--- src/rtl/fifo_arb_pkg.sv ---
// Shared constants for the FIFO arbiter slice.
//   NUM_Q      : number of input FIFOs (fixed at 4)
//   PTR_W      : width of the round-robin pointer / grant index
//   ST_*       : one-hot FSM state encodings (bit0 RESET .. bit3 ACTIVE)
//   onehot_idx : converts a one-hot grant vector into its index
package fifo_arb_pkg;

  localparam int NUM_Q = 4;
  localparam int PTR_W = 2;

  localparam logic [3:0] ST_RESET  = 4'b0001;
  localparam logic [3:0] ST_INIT   = 4'b0010;
  localparam logic [3:0] ST_IDLE   = 4'b0100;
  localparam logic [3:0] ST_ACTIVE = 4'b1000;

  function automatic logic [PTR_W-1:0] onehot_idx(input logic [NUM_Q-1:0] oh);
    logic [PTR_W-1:0] idx;
    idx = '0;
    for (int k = 0; k < NUM_Q; k++) begin
      if (oh[k]) idx = PTR_W'(k);
    end
    return idx;
  endfunction

endpackage

--- src/rtl/rr_arbiter.sv ---
// Combinational arbiter choosing one input FIFO to pop.
// Configuration macro: FIFO_ARB_STRICT_PRIO_EN
//   undefined : round-robin, first requester cyclically after ptr wins
//   defined   : strict priority, lowest-index requester wins, ptr ignored
// Ports:
//   req [NUM_Q-1:0] in  : request per FIFO (FIFO non-empty)
//   ptr [PTR_W-1:0] in  : index granted most recently
//   en              in  : arbitration enable; gnt is zero when low
//   gnt [NUM_Q-1:0] out : one-hot grant (or zero)
module rr_arbiter
  import fifo_arb_pkg::*;
(
  input  logic [NUM_Q-1:0] req,
  input  logic [PTR_W-1:0] ptr,
  input  logic             en,
  output logic [NUM_Q-1:0] gnt
);

  logic             found;
  logic [PTR_W-1:0] idx;

`ifdef FIFO_ARB_STRICT_PRIO_EN
  logic unused_ptr;
  assign unused_ptr = ^ptr;

  always_comb begin
    gnt   = '0;
    found = 1'b0;
    idx   = '0;
    if (en) begin
      for (int k = 0; k < NUM_Q; k++) begin
        idx = PTR_W'(k);
        if (!found && req[idx]) begin
          gnt[idx] = 1'b1;
          found    = 1'b1;
        end
      end
    end
  end
`else
  // Scan ptr+1, ptr+2, ... ptr+NUM_Q; the pointer-width add wraps 3 -> 0.
  always_comb begin
    gnt   = '0;
    found = 1'b0;
    idx   = '0;
    if (en) begin
      for (int k = 1; k <= NUM_Q; k++) begin
        idx = ptr + PTR_W'(k);
        if (!found && req[idx]) begin
          gnt[idx] = 1'b1;
          found    = 1'b1;
        end
      end
    end
  end
`endif

endmodule

--- src/rtl/fifo_arbiter.sv ---
// Arbitrates NUM_Q input FIFOs into one downstream FIFO and broadcasts
// programmable almost-full / almost-empty thresholds.
// Configuration macro: FIFO_ARB_STRICT_PRIO_EN (strict priority instead of
// round-robin, selected inside rr_arbiter).
// Ports:
//   clk, reset (sync, active-high), init (threshold reload pulse)
//   umb_almost_full_in / umb_almost_empty_in : thresholds to load in INIT
//   fifo_empty [NUM_Q], fifo_data [NUM_Q*DATA_SIZE] : input FIFO status/data
//   out_almost_full : downstream back-pressure
//   pop [NUM_Q] : one-hot read strobe;  push / data_out : downstream write
//   umb_almost_full / umb_almost_empty : latched thresholds
//   grant : index popped most recently;  state : one-hot FSM state
//   idle  : IDLE with every input FIFO empty and no push in flight
module fifo_arbiter #(
  parameter int DATA_SIZE = 6,
  parameter int CNT_SIZE  = 3,
  parameter int NUM_Q     = fifo_arb_pkg::NUM_Q
) (
  input  logic                       clk,
  input  logic                       reset,
  input  logic                       init,
  input  logic [CNT_SIZE-1:0]        umb_almost_full_in,
  input  logic [CNT_SIZE-1:0]        umb_almost_empty_in,
  input  logic [NUM_Q-1:0]           fifo_empty,
  input  logic [NUM_Q*DATA_SIZE-1:0] fifo_data,
  input  logic                       out_almost_full,
  output logic [NUM_Q-1:0]           pop,
  output logic                       push,
  output logic [DATA_SIZE-1:0]       data_out,
  output logic [CNT_SIZE-1:0]        umb_almost_full,
  output logic [CNT_SIZE-1:0]        umb_almost_empty,
  output logic [1:0]                 grant,
  output logic [3:0]                 state,
  output logic                       idle
);
  import fifo_arb_pkg::*;

  logic [3:0]           state_q, state_d;
  logic [PTR_W-1:0]     ptr_q, ptr_d;
  logic                 push_q;
  logic [DATA_SIZE-1:0] data_q, data_d;
  logic [CNT_SIZE-1:0]  af_q, af_d, ae_q, ae_d;

  logic [NUM_Q-1:0]     req;
  logic [NUM_Q-1:0]     gnt;
  logic [PTR_W-1:0]     gnt_idx;
  logic                 any_req;
  logic                 arb_en;
  logic                 popping;

  assign req     = ~fifo_empty;
  assign any_req = |req;
  // Reset gates the strobe combinationally so nothing is popped while held.
  assign arb_en  = (state_q == ST_ACTIVE) && !out_almost_full && !reset;

  rr_arbiter u_arb (
    .req (req),
    .ptr (ptr_q),
    .en  (arb_en),
    .gnt (gnt)
  );

  assign gnt_idx = onehot_idx(gnt);
  assign popping = |gnt;

  always_comb begin
    state_d = state_q;
    case (state_q)
      ST_RESET:  state_d = ST_INIT;
      ST_INIT:   state_d = ST_IDLE;
      ST_IDLE: begin
        if (init)                             state_d = ST_INIT;
        else if (any_req && !out_almost_full) state_d = ST_ACTIVE;
      end
      ST_ACTIVE: begin
        if (init)                             state_d = ST_INIT;
        else if (!any_req || out_almost_full) state_d = ST_IDLE;
      end
      default:   state_d = ST_RESET;
    endcase
  end

  always_comb begin
    ptr_d  = popping ? gnt_idx : ptr_q;
    data_d = popping ? fifo_data[int'(gnt_idx)*DATA_SIZE +: DATA_SIZE] : data_q;
    af_d   = (state_q == ST_INIT) ? umb_almost_full_in  : af_q;
    ae_d   = (state_q == ST_INIT) ? umb_almost_empty_in : ae_q;
  end

  // Pointer resets to the last index so FIFO 0 is served first.
  always_ff @(posedge clk) begin
    if (reset) begin
      state_q <= ST_RESET;
      ptr_q   <= '1;
      push_q  <= 1'b0;
      data_q  <= '0;
      af_q    <= '0;
      ae_q    <= '0;
    end else begin
      state_q <= state_d;
      ptr_q   <= ptr_d;
      push_q  <= popping;
      data_q  <= data_d;
      af_q    <= af_d;
      ae_q    <= ae_d;
    end
  end

  assign pop              = gnt;
  assign push             = push_q;
  assign data_out         = data_q;
  assign umb_almost_full  = af_q;
  assign umb_almost_empty = ae_q;
  assign grant            = ptr_q;
  assign state            = state_q;
  assign idle             = (state_q == ST_IDLE) && (&fifo_empty) && !push_q;

endmodule

--- config.mk ---
export PLATFORM = sky130hd
export DESIGN_NAME = fifo_arbiter
export DESIGN_NICKNAME = d
export VERILOG_FILES = /design/src/rtl/fifo_arb_pkg.sv /design/src/rtl/rr_arbiter.sv /design/src/rtl/fifo_arbiter.sv
export SDC_FILE = /design/constraint.sdc
export NUM_CORES = 1
export LEC_CHECK = 0
export BUFFER_PORTS_ARGS = -buffer_cell sky130_fd_sc_hd__buf_4
export CAP_MARGIN = 20
export CORE_ASPECT_RATIO = 1.5
export CORE_MARGIN = 4
export CORE_UTILIZATION = 42
export CTS_BUF_LIST = sky130_fd_sc_hd__clkbuf_16
export DETAILED_ROUTE_END_ITERATION = 16
export PLACE_DENSITY = 0.76
export SYNTH_ARGS = -nofsm -noshare
export SYNTH_HDL_FRONTEND = slang
export SYNTH_HIERARCHICAL = 1
export SYNTH_SLANG_ARGS = --single-unit
--- constraint.sdc ---
create_clock -name clk -period 2.9 [get_ports clk]
set_input_delay 0.435 -clock clk [delete_from_list [all_inputs] [get_ports clk]]
set_output_delay 0.435 -clock clk [all_outputs]
set_load 0.01 [all_outputs]
## Word level (Yosys, flattened, before mapping)

Index checks and enable logic that the tools add are counted.

- Add/sub/neg operators: 3
- Reduce and logical (&&, ||, !) cells: 24
- Equal/unequal tests: 6
- $mul: 1
- Magnitude comparators: 8
- Bitwise gates (word level): 4
- Mux-type cells: 38
- Shift operators: 1

Operators by type and width:

| operator | number |
|---|---|
| $mux 4 | 12 |
| $shiftx 24x6->6 | 1 |
| $pmux 4 s4 | 1 |
| $mux 1 | 15 |
| $logic_and 1x1->1 | 12 |
| $lt 2x3->1 const B | 4 |
| $or 4x4->4 | 3 |
| $bmux 1 s2 | 4 |
| $demux 1 s2 | 4 |
| $ge 2x1->1 const B | 4 |
| $reduce_or 4->1 | 2 |
| $logic_not 1->1 | 7 |
| $add 2x2->2 const B | 2 |
| $eq 4x1->1 const B | 1 |
| $eq 4x2->1 const B | 1 |
| $eq 4x3->1 const B | 1 |
| $eq 4x4->1 const B | 1 |
| $mul 2x2->4 const B | 1 |
| $mux 2 | 2 |
| $not 4->4 | 1 |
| $reduce_and 4->1 | 1 |
| $ne 3x2->1 const B | 1 |
| $ne 3x3->1 const B | 1 |
| $add 2x1->2 const B | 1 |
| other kinds (2) | 2 |

- Register bits after elaboration: 19
- Word-level logic and storage cells: 91
- Output and inout bits: 24

## Depth between registers and ports, before layout

- Depth after elaboration: 22
- Depth in mapped cells: 11
- Mapped depth without buffers: 9

## Modules after synthesis

Netlist, hierarchy kept.

Modules (own cells, without submodules):

| module | area an instance (um^2) | sequential area each (um^2) | cells each | times used |
|---|---|---|---|---|
| fifo_arbiter | 983.4 | 380.4 | 116 | 1 |
| rr_arbiter | 352.8 | 0.0 | 34 | 1 |

## Least setup slack after synthesis

Ideal clock, no wire load.

- Kind: reg2reg
- Start: reg ptr_q[0] (netlist: grant[0])
- End: reg data_q[0] (netlist: data_out[0])
- Period minus slack after synthesis: 3,363 ps
- Arrival: 3,246 ps
- Stages on the path, launching flop included: 11
- Setup time: 117 ps
- Slack: -463 ps
- Required time: 2,783 ps
- Cells stage by stage: dfxtp_1 buf_6 inv_1 ha_1 mux4_1 nor4b_4 a22oi_1 a31oi_1 clkbuf_1 o211ai_1 a32o_1

- Cells in the longest elaborated chain, start to end: 22

RTL lines:

| item | RTL line | RTL |
|---|---|---|
| start, declared | fifo_arbiter.sv:39 | `logic [PTR_W-1:0] ptr_q, ptr_d;` |
| start signal, assigned | fifo_arbiter.sv:101 | `ptr_q <= ptr_d;` |
| branches (longest 15 deep; another with $lt 2x3->1) | n/a |  |
| $mux 4 * | rr_arbiter.sv:49 | `if (!found && req[idx]) begin` |
| $mux 4 * | rr_arbiter.sv:46 | `if (en) begin` |
| named net pop[1] | fifo_arbiter.sv:27 | `output logic [NUM_Q-1:0] pop,` |
| $mux 1 | fifo_arb_pkg.sv:20 | `if (oh[k]) idx = PTR_W'(k);` |
| $mux 2 (2 in a row) | fifo_arb_pkg.sv:20 |  |
| $mul 2x2->4 | fifo_arbiter.sv:85 | `data_d = popping ? fifo_data[int'(gnt_idx)*DATA_SIZE +: DATA_SIZE] : data_q;` |
| $shiftx 24x6->6 | fifo_arbiter.sv:85 |  |
| end signal, assigned | fifo_arbiter.sv:103 | `data_q <= data_d;` |
| end, declared | fifo_arbiter.sv:41 | `logic [DATA_SIZE-1:0] data_q, data_d;` |

Mark *: on every way through the listed nets, which the timed path passes. The select of a mux whose other input is x is not followed.
A chain may end at the register's enable or synchronous reset.

## Worst setup path in the final report

- Start: reg ptr_q[0] (netlist: grant[0])
- End: out pop[2]

- Cells in the longest elaborated chain, start to end: 17

RTL lines:

| item | RTL line |
|---|---|
| branches (longest 15 deep; another with $lt 2x3->1) | n/a |
| $mux 4 * | rr_arbiter.sv:49 |
| $mux 4 * | rr_arbiter.sv:46 |
| end, declared | fifo_arbiter.sv:27 |

Mark *: on every way between the ends. The select of a mux whose other input is x is not followed.

==> impl_metrics.json <==
{
  "clock_sinks": 19,
  "io_pins": 62,
  "cts.path.max_buffers": 2,
  "r2r_cells": 11,
  "fp.dieW_um": 54.06,
  "cp-end-kind": "output pin",
  "arrival_ns": 2.53,
  "reg2reg_slack_ns": -0.05,
  "start_util_pct": 44.95,
  "first_global_vias": 1429,
  "peakVddDrop_uv": 262.2,
  "crit_path_start": "grant[0]",
  "clk_transition_reported_paths_ns": 0.06,
  "die_h_um": 77.09,
  "first_iter_violations": 69,
  "rsz0062_at_grt": "yes",
  "critPathKind": "reg -> out",
  "worst_setup_path_start_kind": "flop",
  "setup_viol": 5,
  "pre_cts_slack_ns": 0.05819,
  "final_hold_viol_count": 0,
  "combPwrFrac_pct": 19.1,
  "outcome": "finished with violations",
  "r2r_end": "data_out[0]",
  "power.total_mw": 0.7123,
  "final_util_pct": 72.73,
  "internal-power_mw": 0.5378,
  "cts_buffers": 3,
  "clock_latency_ns": 0.25,
  "synthArstFlopShare_pct": 0,
  "area_growth_pct": 61.80,
  "hold_class": "in -> reg",
  "crit_end": "pop[2]",
  "grt_use_total_pct": 19.30,
  "first_pass_iters": 4,
  "fmax_mhz": 337.8,
  "skew_ns": 0.001328,
  "viasPerCell": 5.674,
  "violations": "negative setup slack",
  "wl_per_cell_um": 16.66,
  "setup_tns_ns": -0.2556,
  "switchingPower_mw": 0.1745,
  "die_area_mm2": 0.004167,
  "htreeDepth": 1,
  "pwr-share-clk_pct": 41.1,
  "tightest_slew_ns": 0.4316,
  "setup_ws_ns": -0.06009,
  "relSlewSlack_pct": 71.20,
  "cp_data_required_time_ns": 2.47,
  "ys_warn_count": 6,
  "cp_max_fo": 5,
  "layout-drive-gt1-share_pct": 48.68,
  "overflow": 0,
  "cap_viol_max_count": 0,
  "antenna_found_initial": 0,
  "place_congestion": 0.8907,
  "netlist_area_mm2": 0.001336,
  "final.period_utilization_pct": 102.1,
  "syn_nets": 196,
  "ant_nets": 0,
  "synth-edff-count": 0,
  "ys.flop_type": "dfxtp_1",
  "power.leakage_nw": 0.9973,
  "netlist_instances": 150,
  "ys_seq_area_share_pct": 28.46,
  "wl_mm": 4.448,
  "drc": 0,
  "final_common_cell": "buf_4",
  "synth_seq_cells": 19,
  "powerDensity_mw_per_mm2": 329.5,
  "grt_max_degree": 20,
  "grt_first_pass_wirelength_mm": 6.072,
  "io_buffer_count": 61,
  "rows": 24,
  "synth_cell_type_count": 37,
  "most-common-layout-cells": "75 x buf_4, 17 x dfxtp_1, 16 x nand2_1",
  "cts_hold_buffers": 0,
  "antennaDiodeCount": 0,
  "core_mm2": 0.002973,
  "syn_avg_cell_area_um2": 8.909,
  "dr_total_vias": 1515,
  "cts_root_buf": "clkbuf_16",
  "final_nets": 275,
  "worst_hold_startpoint": "out_almost_full",
  "rr_startpoint": "grant[0]",
  "cts_tree": "yes",
  "swShare_pct": 24.50,
  "seqPwrFrac_pct": 39.9,
  "hpwlAfterDp_mm": 2.990,
  "fin_crit_ns": 2.960,
  "slew_viol_final": 0
}
==> sequential cells by signal (all words and copies together) (netlist names) <==
signal	flops
data_out	6
state	4
umb_almost_empty	3
umb_almost_full	3
grant	2
push	1
==> power groups by stage <==
stage          sequential, mW  combinational (mW)  clock, mW
3_3_place_gp            0.288               0.126          0
3_5_place_dp            0.290               0.130          0
4_1_cts                 0.284               0.131      0.297
6_report                0.284               0.136      0.292
5_1_grt                 0.286               0.147      0.306
2_1_floorplan           0.291              0.0640          0
==> synthesized netlist by cell type, types with 2 or more instances <==
library cell  number  area share (%)
dfxtp_1           19              28
and4b_1            2             1.5
mux2i_1            6             4.5
a22oi_1            4             2.2
ha_1               8             7.5
a21oi_1            9             3.4
a32o_1             6             4.5
buf_6              3             2.5
or3b_2             6             3.9
inv_1             14             3.9
nand2_1           16             4.5
o211ai_1           6             3.4
nor2_1            13             3.7
mux4_2             3             5.1
clkbuf_1           4             1.1
a31oi_1            4             1.9
nor3_1             2            0.75
nand3b_1           6             3.4
==> how the worst min path moves through the flow <==
stage	end	slack, ns	cells after the start
4_1_cts	state[3]	0.36	2
6_report	state[3]	0.36	2
5_1_grt	state[3]	0.36	2
3_5_place_dp	data_out[1]	0.45	1
2_1_floorplan	data_out[0]	0.51	1
3_3_place_gp	data_out[0]	0.45	1
==> layer usage <==
| layer | wire [µm] | global-route usage (%) | up-vias |
|---|---|---|---|
| met3 | 367 | 2.519 | 23 |
| li1 | - | - | 705 |
| met5 | 0 | 0 | - |
| met1 | 1514 | 19.88 | 706 |
| met4 | 248 | 12.47 | 0 |
| met2 | 2317 | 34.10 | 81 |
==> logic make-up after synthesis <==
| group | after synthesis | synth area share, % |
|---|---|---|
| multiplexers | 10 | 11.52 |
| XOR/XNOR | 2 | 1.311 |
| AO/OA/AOI/OAI | 34 | 18.07 |
| adder cells (fa/ha/maj) | 8 | 7.491 |
| buffers and inverters | 22 | 7.864 |
| flip-flops | 19 | 28.46 |
| AND/OR/NAND/NOR | 55 | 25.28 |
==> through the flow <==
| stage | area [µm²] | hold WS, ns | std cells |
|---|---|---|---|
| 4_1_cts | 2014 | 0.3553 | 257 |
| 6_report | 2162 | 0.3563 | 267 |
| 2_1_floorplan | 1398 | 0.5105 | 150 |
| 3_5_place_dp | 1901 | 0.4547 | 250 |
| 3_3_place_gp | 1901 | 0.4482 | 250 |
| 5_1_grt | 2162 | 0.3622 | 267 |
==> critical path: stages, from the launching register on <==
cell     delay (ns)
dfxtp_4        0.36
inv_4          0.05
ha_4           0.27
mux4_2         0.55
nor4b_4        0.43
a22oi_2        0.21
a31oi_4        0.28
buf_6          0.14
==> area by class of cell <==
class | count | area (µm²)
clock buffer | 3 | 75.07
clock inverter | 1 | 7.507
fill | 214 | 810.8
inverter | 14 | 57.56
multi-input combinational | 110 | 963.4
sequential | 19 | 385.4
tap | 39 | 48.80
timing repair buffer | 81 | 624.3
==> what timing repair did <==
action	CTS	global route
setup endpoints to repair	3	9
resized for setup	1	18
pin swaps	2	8
setup buffers	3	8
cloned	0	2
No activity file was read; power rests on OpenSTA's default activity.
